==> config.mk <==
export PLATFORM = sky130hd
export DESIGN_NAME = d_r_message_slot_scheduler
export DESIGN_NICKNAME = d
export VERILOG_FILES = /design/src/rtl/d_r_message_slot_scheduler_pkg.sv /design/src/rtl/d_r_slot_ring_counter.sv /design/src/rtl/d_r_message_slot_scheduler.sv
export SDC_FILE = /design/constraint.sdc
export NUM_CORES = 1
export LEC_CHECK = 0
export CORE_ASPECT_RATIO = 0.8
export CORE_MARGIN = 10
export CORE_UTILIZATION = 40
export DETAILED_ROUTE_END_ITERATION = 12
export HOLD_SLACK_MARGIN = 0.06
export PLACE_DENSITY = 0.72
export SETUP_SLACK_MARGIN = 0.05
export SLEW_MARGIN = 20
export SYNTH_ARGS = -nofsm -noshare
export SYNTH_HDL_FRONTEND = slang
export SYNTH_SLANG_ARGS = --single-unit
==> constraint.sdc <==
create_clock -name i_clk -period 2.7 [get_ports i_clk]
set_input_delay 0.54 -clock i_clk [delete_from_list [all_inputs] [get_ports i_clk]]
set_output_delay 0.54 -clock i_clk [all_outputs]
set_load 0.005 [all_outputs]
==> src/rtl/d_r_message_slot_scheduler_pkg.sv <==
// Shared constants and FSM encoding for the decoder message-buffer slot scheduler.
package d_r_message_slot_scheduler_pkg;

    localparam int unsigned NUM_SLOTS      = 5;
    localparam int unsigned SLOT_SEL_WIDTH = 3;

    typedef enum logic [1:0] {
        ST_IDLE  = 2'd0,
        ST_READ  = 2'd1,
        ST_DRAIN = 2'd2
    } sched_state_e;

endpackage

==> src/rtl/d_r_slot_ring_counter.sv <==
// Slot pointer that steps by one on advance and wraps NumSlots-1 -> 0.
module d_r_slot_ring_counter
    import d_r_message_slot_scheduler_pkg::*;
#(
    parameter int unsigned NumSlots = NUM_SLOTS,
    parameter int unsigned Width    = SLOT_SEL_WIDTH
) (
    input  logic             clk_i,
    input  logic             rst_i,
    input  logic             advance_i,
    output logic [Width-1:0] ptr_o
);

    logic [Width-1:0] ptr_q;
    logic [Width-1:0] ptr_d;

    always_comb begin
        ptr_d = ptr_q;
        if (advance_i) begin
            ptr_d = (ptr_q == Width'(NumSlots - 1)) ? '0 : ptr_q + Width'(1);
        end
    end

    always_ff @(posedge clk_i) begin
        if (rst_i) begin
            ptr_q <= '0;
        end else begin
            ptr_q <= ptr_d;
        end
    end

    assign ptr_o = ptr_q;

endmodule

==> src/rtl/d_r_message_slot_scheduler.sv <==
// Occupancy tracker and read sequencer for the 5-slot decoder message buffer;
// streams one decoded chunk per grant and releases its slot with a completion pulse.
module d_r_message_slot_scheduler
    import d_r_message_slot_scheduler_pkg::*;
#(
    parameter int unsigned NumSlots     = NUM_SLOTS,
    parameter int unsigned SlotSelWidth = SLOT_SEL_WIDTH,
    parameter int unsigned AddressWidth = 8,
    parameter int unsigned ChunkWords   = 256
) (
    input  logic                    i_clk,
    input  logic                    i_RESET,
    input  logic                    i_error_detection_stage_end,
    input  logic                    i_ELP_search_stage_end,
    input  logic                    i_out_grant,
    output logic [SlotSelWidth-1:0] o_wr_slot,
    output logic                    o_wr_ready,
    output logic [SlotSelWidth-1:0] o_rd_slot,
    output logic                    o_rd_en,
    output logic [AddressWidth-1:0] o_rd_addr,
    output logic                    o_dout_valid,
    output logic                    o_dout_last,
    output logic                    o_c_message_output_cmplt,
    output logic [SlotSelWidth-1:0] o_occupancy,
    output logic                    o_error
);

    localparam logic [AddressWidth-1:0] LAST_ADDR = AddressWidth'(ChunkWords - 1);
    localparam logic [SlotSelWidth-1:0] FULL_OCC  = SlotSelWidth'(NumSlots);

    sched_state_e state_q, state_d;
    logic [AddressWidth-1:0] addr_q, addr_d;
    logic [SlotSelWidth-1:0] occ_q, occ_d;
    logic [SlotSelWidth-1:0] dec_q, dec_d;
    logic rd_en_q, rd_en_d;
    logic valid_q, last_q, cmplt_q, cmplt_d;
    logic wr_ready_q, error_q, error_d;
    logic commit_ok, decode_ok, release_w;

    // A release frees a slot in the same cycle, so a commit while full is legal then.
    assign release_w = cmplt_q;
    assign commit_ok = i_error_detection_stage_end && ((occ_q != FULL_OCC) || release_w);
    assign decode_ok = i_ELP_search_stage_end && (dec_q < occ_q);

    always_comb begin
        occ_d   = occ_q + SlotSelWidth'(commit_ok) - SlotSelWidth'(release_w);
        dec_d   = dec_q + SlotSelWidth'(decode_ok) - SlotSelWidth'(release_w);
        error_d = error_q
                | (i_error_detection_stage_end && !commit_ok)
                | (i_ELP_search_stage_end && !decode_ok);
    end

    always_comb begin
        state_d = state_q;
        addr_d  = addr_q;
        cmplt_d = 1'b0;
        unique case (state_q)
            ST_IDLE: begin
                if ((dec_q != '0) && i_out_grant) begin
                    state_d = ST_READ;
                    addr_d  = '0;
                end
            end
            ST_READ: begin
                if (addr_q == LAST_ADDR) begin
                    state_d = ST_DRAIN;
                    cmplt_d = 1'b1;
                end else begin
                    addr_d = addr_q + AddressWidth'(1);
                end
            end
            ST_DRAIN: state_d = ST_IDLE;
            default:  state_d = ST_IDLE;
        endcase
        rd_en_d = (state_d == ST_READ);
    end

    always_ff @(posedge i_clk) begin
        if (i_RESET) begin
            state_q    <= ST_IDLE;
            addr_q     <= '0;
            occ_q      <= '0;
            dec_q      <= '0;
            rd_en_q    <= 1'b0;
            valid_q    <= 1'b0;
            last_q     <= 1'b0;
            cmplt_q    <= 1'b0;
            wr_ready_q <= 1'b0;
            error_q    <= 1'b0;
        end else begin
            state_q    <= state_d;
            addr_q     <= addr_d;
            occ_q      <= occ_d;
            dec_q      <= dec_d;
            rd_en_q    <= rd_en_d;
            valid_q    <= rd_en_q;
            last_q     <= (state_q == ST_READ) && (addr_q == LAST_ADDR);
            cmplt_q    <= cmplt_d;
            wr_ready_q <= (occ_d != FULL_OCC);
            error_q    <= error_d;
        end
    end

    d_r_slot_ring_counter #(
        .NumSlots(NumSlots),
        .Width   (SlotSelWidth)
    ) u_wr_ptr (
        .clk_i    (i_clk),
        .rst_i    (i_RESET),
        .advance_i(commit_ok),
        .ptr_o    (o_wr_slot)
    );

    d_r_slot_ring_counter #(
        .NumSlots(NumSlots),
        .Width   (SlotSelWidth)
    ) u_rd_ptr (
        .clk_i    (i_clk),
        .rst_i    (i_RESET),
        .advance_i(release_w),
        .ptr_o    (o_rd_slot)
    );

    assign o_wr_ready               = wr_ready_q;
    assign o_rd_en                  = rd_en_q;
    assign o_rd_addr                = addr_q;
    assign o_dout_valid             = valid_q;
    assign o_dout_last              = last_q;
    assign o_c_message_output_cmplt = cmplt_q;
    assign o_occupancy              = occ_q;
    assign o_error                  = error_q;

endmodule
== Word-level counts from Yosys, hierarchy flattened ==
Cells that the tools add are included.

* Add/subtract/negate cells: 7
* $lt $le $gt $ge: 1
* Eq/ne operators: 9
* Muxes and demuxes: 9
* Bitwise logic cells: 3
* Reductions and logical operators: 14

{| class="wikitable"
|+ Operator list
! cell !! number
|-
| 2-to-1 mux 8 bit || 2
|-
| case mux 8 bit (2 select lines) || 1
|-
| adder 8 x 1 -> 8 bit (second input constant) || 1
|-
| == test 8 bit (second input constant) || 1
|-
| adder 3 x 1 -> 3 bit || 2
|-
| adder 3 x 1 -> 3 bit (second input constant) || 2
|-
| == test 3 bit (second input constant) || 2
|-
| logical AND 1 bit || 6
|-
| 2-to-1 mux 3 bit || 2
|-
| inequality test 3 bit (second input constant) || 2
|-
| subtractor 3 x 1 -> 3 bit || 2
|-
| == test 2 x 1 -> 1 bit (second input constant) || 2
|-
| 2-to-1 mux 2 bit || 2
|-
| inequality test 2 bit (second input constant) || 2
|-
| case mux 2 bit (2 select lines) || 1
|-
| less-than comparator 3 bit || 1
|-
| AND reduction 3 bit || 1
|-
| nonzero test 3 bit || 1
|-
| zero test 1 bit || 2
|-
| zero test 2 bit || 1
|-
| bitwise OR 1 bit || 2
|-
| nonzero test 2 bit || 1
|-
| OR reduction 2 bit || 1
|-
| logical OR 1 bit || 1
|-
| other kinds (2) || 2
|}

* Bits in registers: 28
* Input bits: 5
* Output and inout port bits: 23
* Word-level logic and storage cells: 55

== Depth between registers and ports, before layout ==
* Word-level depth: 7
* Gate-level depth with buffers: 12
* Mapped depth without buffers: 12

== Modules after synthesis ==
From an unflattened synthesis, not the netlist that was laid out.

* Cells, all modules: 147
* Area total of the unflattened synthesis: 1,395.1 um2

{| class="wikitable"
|+ Modules (own cells, without submodules)
! module !! times used !! cells each !! area an instance (um2) !! sequential area each (um2)
|-
| d_r_message_slot_scheduler || 1 || 113 || 1,087.3 || 440.4
|-
| d_r_slot_ring_counter || 2 || 17 || 153.9 || 60.1
|}

== Least setup slack after synthesis ==
No wires, ideal clock.

* Path kind: register to register
* Start point: register occ_q[1] (netlist: o_occupancy[1])
* End point: register dec_q[2]
* Setup time: 128 ps
* Arrival time: 2,299 ps
* Required time: 2,572 ps
* Path slack: 273 ps
* Stages on the path, launching flop included: 13
* Buffers on the path: 0
* Period minus slack after synthesis: 2,427 ps
* Path through: dfxtp_1 > inv_1 > ha_1 > a21o_1 > a21oi_1 > nand2_1 > ha_1 > inv_1 > ha_1 > fa_1 > xnor2_1 > xnor2_1 > nor2_1

* Word-level cells in the longest chain between the ends: 4

{| class="wikitable"
|+ RTL lines
! item !! RTL line !! source
|-
| start: declaration || d_r_message_slot_scheduler.sv:33 || <nowiki>logic [SlotSelWidth-1:0] occ_q, occ_d;</nowiki>
|-
| start signal: assignment || d_r_message_slot_scheduler.sv:82 || <nowiki>occ_q <= '0;</nowiki>
|-
| start signal: assignment || d_r_message_slot_scheduler.sv:93 || <nowiki>occ_q <= occ_d;</nowiki>
|-
| less-than comparator 3 bit || d_r_message_slot_scheduler.sv:43 || <nowiki>assign decode_ok = i_ELP_search_stage_end && (dec_q < occ_q);</nowiki>
|-
| logical AND 1 bit || d_r_message_slot_scheduler.sv:43 ||
|-
| adder 3 x 1 -> 3 bit || d_r_message_slot_scheduler.sv:47 || <nowiki>dec_d = dec_q + SlotSelWidth'(decode_ok) - SlotSelWidth'(release_w);</nowiki>
|-
| subtractor 3 x 1 -> 3 bit || d_r_message_slot_scheduler.sv:47 ||
|-
| end signal: assignment || d_r_message_slot_scheduler.sv:83 || <nowiki>dec_q <= '0;</nowiki>
|-
| end signal: assignment || d_r_message_slot_scheduler.sv:94 || <nowiki>dec_q <= dec_d;</nowiki>
|-
| end: declaration || d_r_message_slot_scheduler.sv:34 || <nowiki>logic [SlotSelWidth-1:0] dec_q, dec_d;</nowiki>
|}

Every way passes these cells.
A chain may end at the register's enable or synchronous reset.

== Worst setup path after layout ==
Same ends and word-level chain as after synthesis.

==> impl_metrics.py <==
metrics = {
    "synth": {
        "synth_top_cell_area_share_pct": 40.1,
        "postSynthRegisterBits": 28,
        "yosysMostFrequentCell": "sky130_fd_sc_hd__dfxtp_1",
        "yosys-mux-area-fraction_pct": 1.52,
        "synth_xor_area_share_pct": 2.50,
        "yosysWarnings": 0,
        "synth_top_cells_by_count": "sky130_fd_sc_hd__dfxtp_1, sky130_fd_sc_hd__a21oi_1, sky130_fd_sc_hd__inv_1",
        "synth_largest_area_cell": "sky130_fd_sc_hd__dfxtp_1",
        "synthesis.area_per_instance_sq_um": 9.02,
        "synth.cell_area_sq_mm": 0.00140,
        "ys_types": 42,
        "post_synth_fa_ha_maj_area_fraction_pct": 12.7,
        "synth_compound_area_share_pct": 15.4,
        "main_combinational_cell_family_by_area_after_synthesis": "simple AND/OR/NAND/NOR gates",
        "yosysSeqAreaShare_pct": 40.1,
        "number_of_enable_flip_flop_cells_after_synthesis": 0,
        "post_synth_and_or_nand_nor_area_fraction_pct": 22.0,
        "synth-async-reset-ratio_pct": 0,
        "synth_nets": 173,
        "synthFlopType": "sky130_fd_sc_hd__dfxtp_1",
        "postSynthCellCount": 155,
        "cell_types_occupying_the_most_area_after_synthesis": "sky130_fd_sc_hd__dfxtp_1, sky130_fd_sc_hd__ha_1, sky130_fd_sc_hd__a21oi_1",
    },
    "sta": {
        "report.final.setup_viol": 0,
        "max_clock_freq_mhz": 402,
        "worst_clock_skew_ns": 0.00371,
        "tns_ns": 0,
        "number_of_pins_exceeding_their_max_slew_limit_in_the_final_report": 0,
        "hold_ws_ns": 0.476,
        "grt_setup_unrepaired": "no",
        "hold_violations": 0,
        "fin_crit_sh_pct": 92.1,
        "timing.slew.headroom_pct": 75.5,
        "finalCriticalPeriod_ns": 2.49,
        "slew_at_the_pin_closest_to_its_max_slew_limit_ns": 0.368,
    },
    "critical_path": {
        "cp_endpoint_kind": "flip-flop",
        "timing_worst_setup_path_type": "reg -> reg",
        "largest_fanout_on_the_critical_path": 4,
        "timing.critical_path.arrival_ns": 2.65,
        "critical_path_slowest_stage_cell": "sky130_fd_sc_hd__dfxtp_4",
        "path_common_cell": "sky130_fd_sc_hd__ha_1",
        "worst_path_dominant_cell_family": "adder cells",
        "worstPathBufferInverterCount": 2,
        "critPathLaunchType": "flip-flop",
        "cp_num_cells": 12,
        "crit_chain": "inv_1, ha_1, a21o_1, a21oi_2, nand2_1, ha_1, inv_1, ha_1, fa_2, xnor2_1, xnor2_1, nor2_1",
        "r2r.worst_path.cells": 12,
        "critical_path.max_stage_delay_ns": 0.37,
        "worstPathRequired_ns": 2.86,
    },
    "final_layout": {
        "fraction_of_layout_instances_using_a_drive_strength_above_1_pct": 9.29,
        "non_filler_instance_count_after_layout": 225,
        "diodes": 0,
        "design_area_sq_mm": 0.00178,
        "filler_cell_count": 323,
        "layout.nets": 202,
        "syn_to_final_growth_pct": 27.3,
    },
    "floorplanning": {
        "floorplan.die.height_um": 72.9,
        "boundaryPins": 28,
        "start_util_pct": 41.1,
        "die-area_sq_mm": 0.00628,
        "floorplan.rows": 19,
        "core_region_area_sq_mm": 0.00340,
        "die_x_um": 86.1,
    },
    "worst_hold_path": {
        "min_delay_path_depth": 1,
        "class_of_the_tightest_hold_or_removal_check": "reg -> reg",
    },
    "power": {
        "switching_share_pct": 30.9,
        "p_per_area_mw_per_mm2": 635,
        "total_leakage_power_nw": 0.658,
        "total_switching_power_mw": 0.349,
        "clock_power_share_pct": 22.5,
        "p_total_mw": 1.13,
        "combinationalPowerShare_pct": 32.4,
        "proportion_of_power_drawn_by_flip_flops_and_latches_pct": 45.1,
        "internal_power_mw": 0.781,
        "worst_vdd_drop_mv": 0.421,
    },
    "drt": {
        "routed_wire_length_per_instance_um": 14.1,
        "postRouteWirelength_mm": 3.17,
        "drt_first_iter_violations": 94,
        "post_drt_via_cell_ratio": 5.41,
        "dr.pass1.iters": 4,
        "postRouteAntennaNets": 0,
        "drc": 0,
        "via_count": 1217,
    },
    "job": {
        "timing.max_cap.violations": 0,
    },
    "clock_network": {
        "worstSkewPairLatency_ns": 0.27,
        "clock_sinks": 28,
        "tritoncts": "built",
        "clockRootBuffer": "sky130_fd_sc_hd__clkbuf_8",
        "htreeDepth": 1,
        "cts_repair_resize_count": 0,
        "post-cts-setup-buffers": 0,
        "numCtsBuffers": 3,
        "postCtsHoldBufs": 0,
        "clk_pin_slew_worst_paths_ns": 0.09,
        "cts.path.max_buffers": 2,
    },
    "grt": {
        "grt_pass1_vias": 1162,
        "wire_length_of_the_first_global_routing_pass_mm": 5.49,
        "gr-total-overflow": 0,
        "grt_antenna_before_repair": 0,
        "total_global_routing_track_utilization_pct": 10.4,
        "maximum_number_of_pins_on_one_net_before_global_route_repair": 25,
    },
    "placement": {
        "finalWeightedCongestion": 0.836,
        "io_buffers": 27,
        "place_inst": 221,
        "dp_hpwl_mm": 2.48,
        "placed_area_sq_mm": 0.00172,
    },
    "status": {
        "outcome": "completed",
    },
}
==> through the flow <==
stage	setup WS (ns)	util [%]
after floorplan	0.273	-
after global placement	0.116	50.5
after detailed placement	0.0343	50.5
after CTS	0.0733	52.1
after global routing	0.0613	52.4
final	0.213	52.4
==> metal layers <==
layer	vias to the layer above	part of all wire [%]	global-route usage [%]
met5	-	0	0
met4	0	1.7	3.65
met3	4	4.1	2.68
met2	25	52	17.0
met1	592	42	12.8
li1	596	-	-
==> layout make-up <==
cell class / count / area, sq um / area share, %
inverters: 12 / 45.0 / 2.53
multi-input cells: 108 / 763 / 42.9
flip-flops and latches: 28 / 564 / 31.7
well taps: 42 / 52.6 / 2.95
clock buffers: 4 / 55.1 / 3.09
repair buffers: 31 / 300 / 16.9
==> power by group through the flow <==
stage | sequential [mW] | clock [mW] | combinational (mW)
after global routing | 0.515 | 0.285 | 0.412
after detailed placement | 0.517 | 0 | 0.356
after global placement | 0.513 | 0 | 0.340
after floorplan | 0.511 | 0 | 0.224
after CTS | 0.509 | 0.269 | 0.359
final | 0.509 | 0.254 | 0.367
==> registers in the layout (all words and copies together) (netlist names) <==
register	flops
u_rd_ptr.ptr_o	3
o_rd_addr	8
o_rd_en	1
u_wr_ptr.ptr_o	3
o_occupancy	3
o_wr_ready	1
o_error	1
dec_q	3
state_q	2
o_dout_valid	1
o_c_message_output_cmplt	1
o_dout_last	1
==> cells by family after synthesis <==
family,after synthesis
compound gates,33
xor+xnor,4
fa+ha+maj,13
buf+inv,19
flops,28
mux,2
simple gates,56
==> placed cells by master (no fill, tap or decap), drive strengths merged, types with 6 or more instances in the layout <==
cell and count:
nand2 11, inv 12, ha 11, nor2 10, nor2b 6, dfxtp 28
a21oi 12, nand3 10, nand2b 6, clkdlybuf4s50 27
==> path summary, 6_finish.rpt <==
kind	from	to	slack, ns
setup / recovery	o_occupancy[1]$_SDFF_PP0_	dec_q[2]$_SDFF_PP0_	0.21
hold / removal	o_rd_en$_SDFF_PP0_	o_dout_valid$_SDFF_PP0_	0.48
setup reg to reg	o_occupancy[1]$_SDFF_PP0_	dec_q[2]$_SDFF_PP0_	0.21
hold reg to reg	o_rd_en$_SDFF_PP0_	o_dout_valid$_SDFF_PP0_	0.48
(Power assumes the default switching activity.)
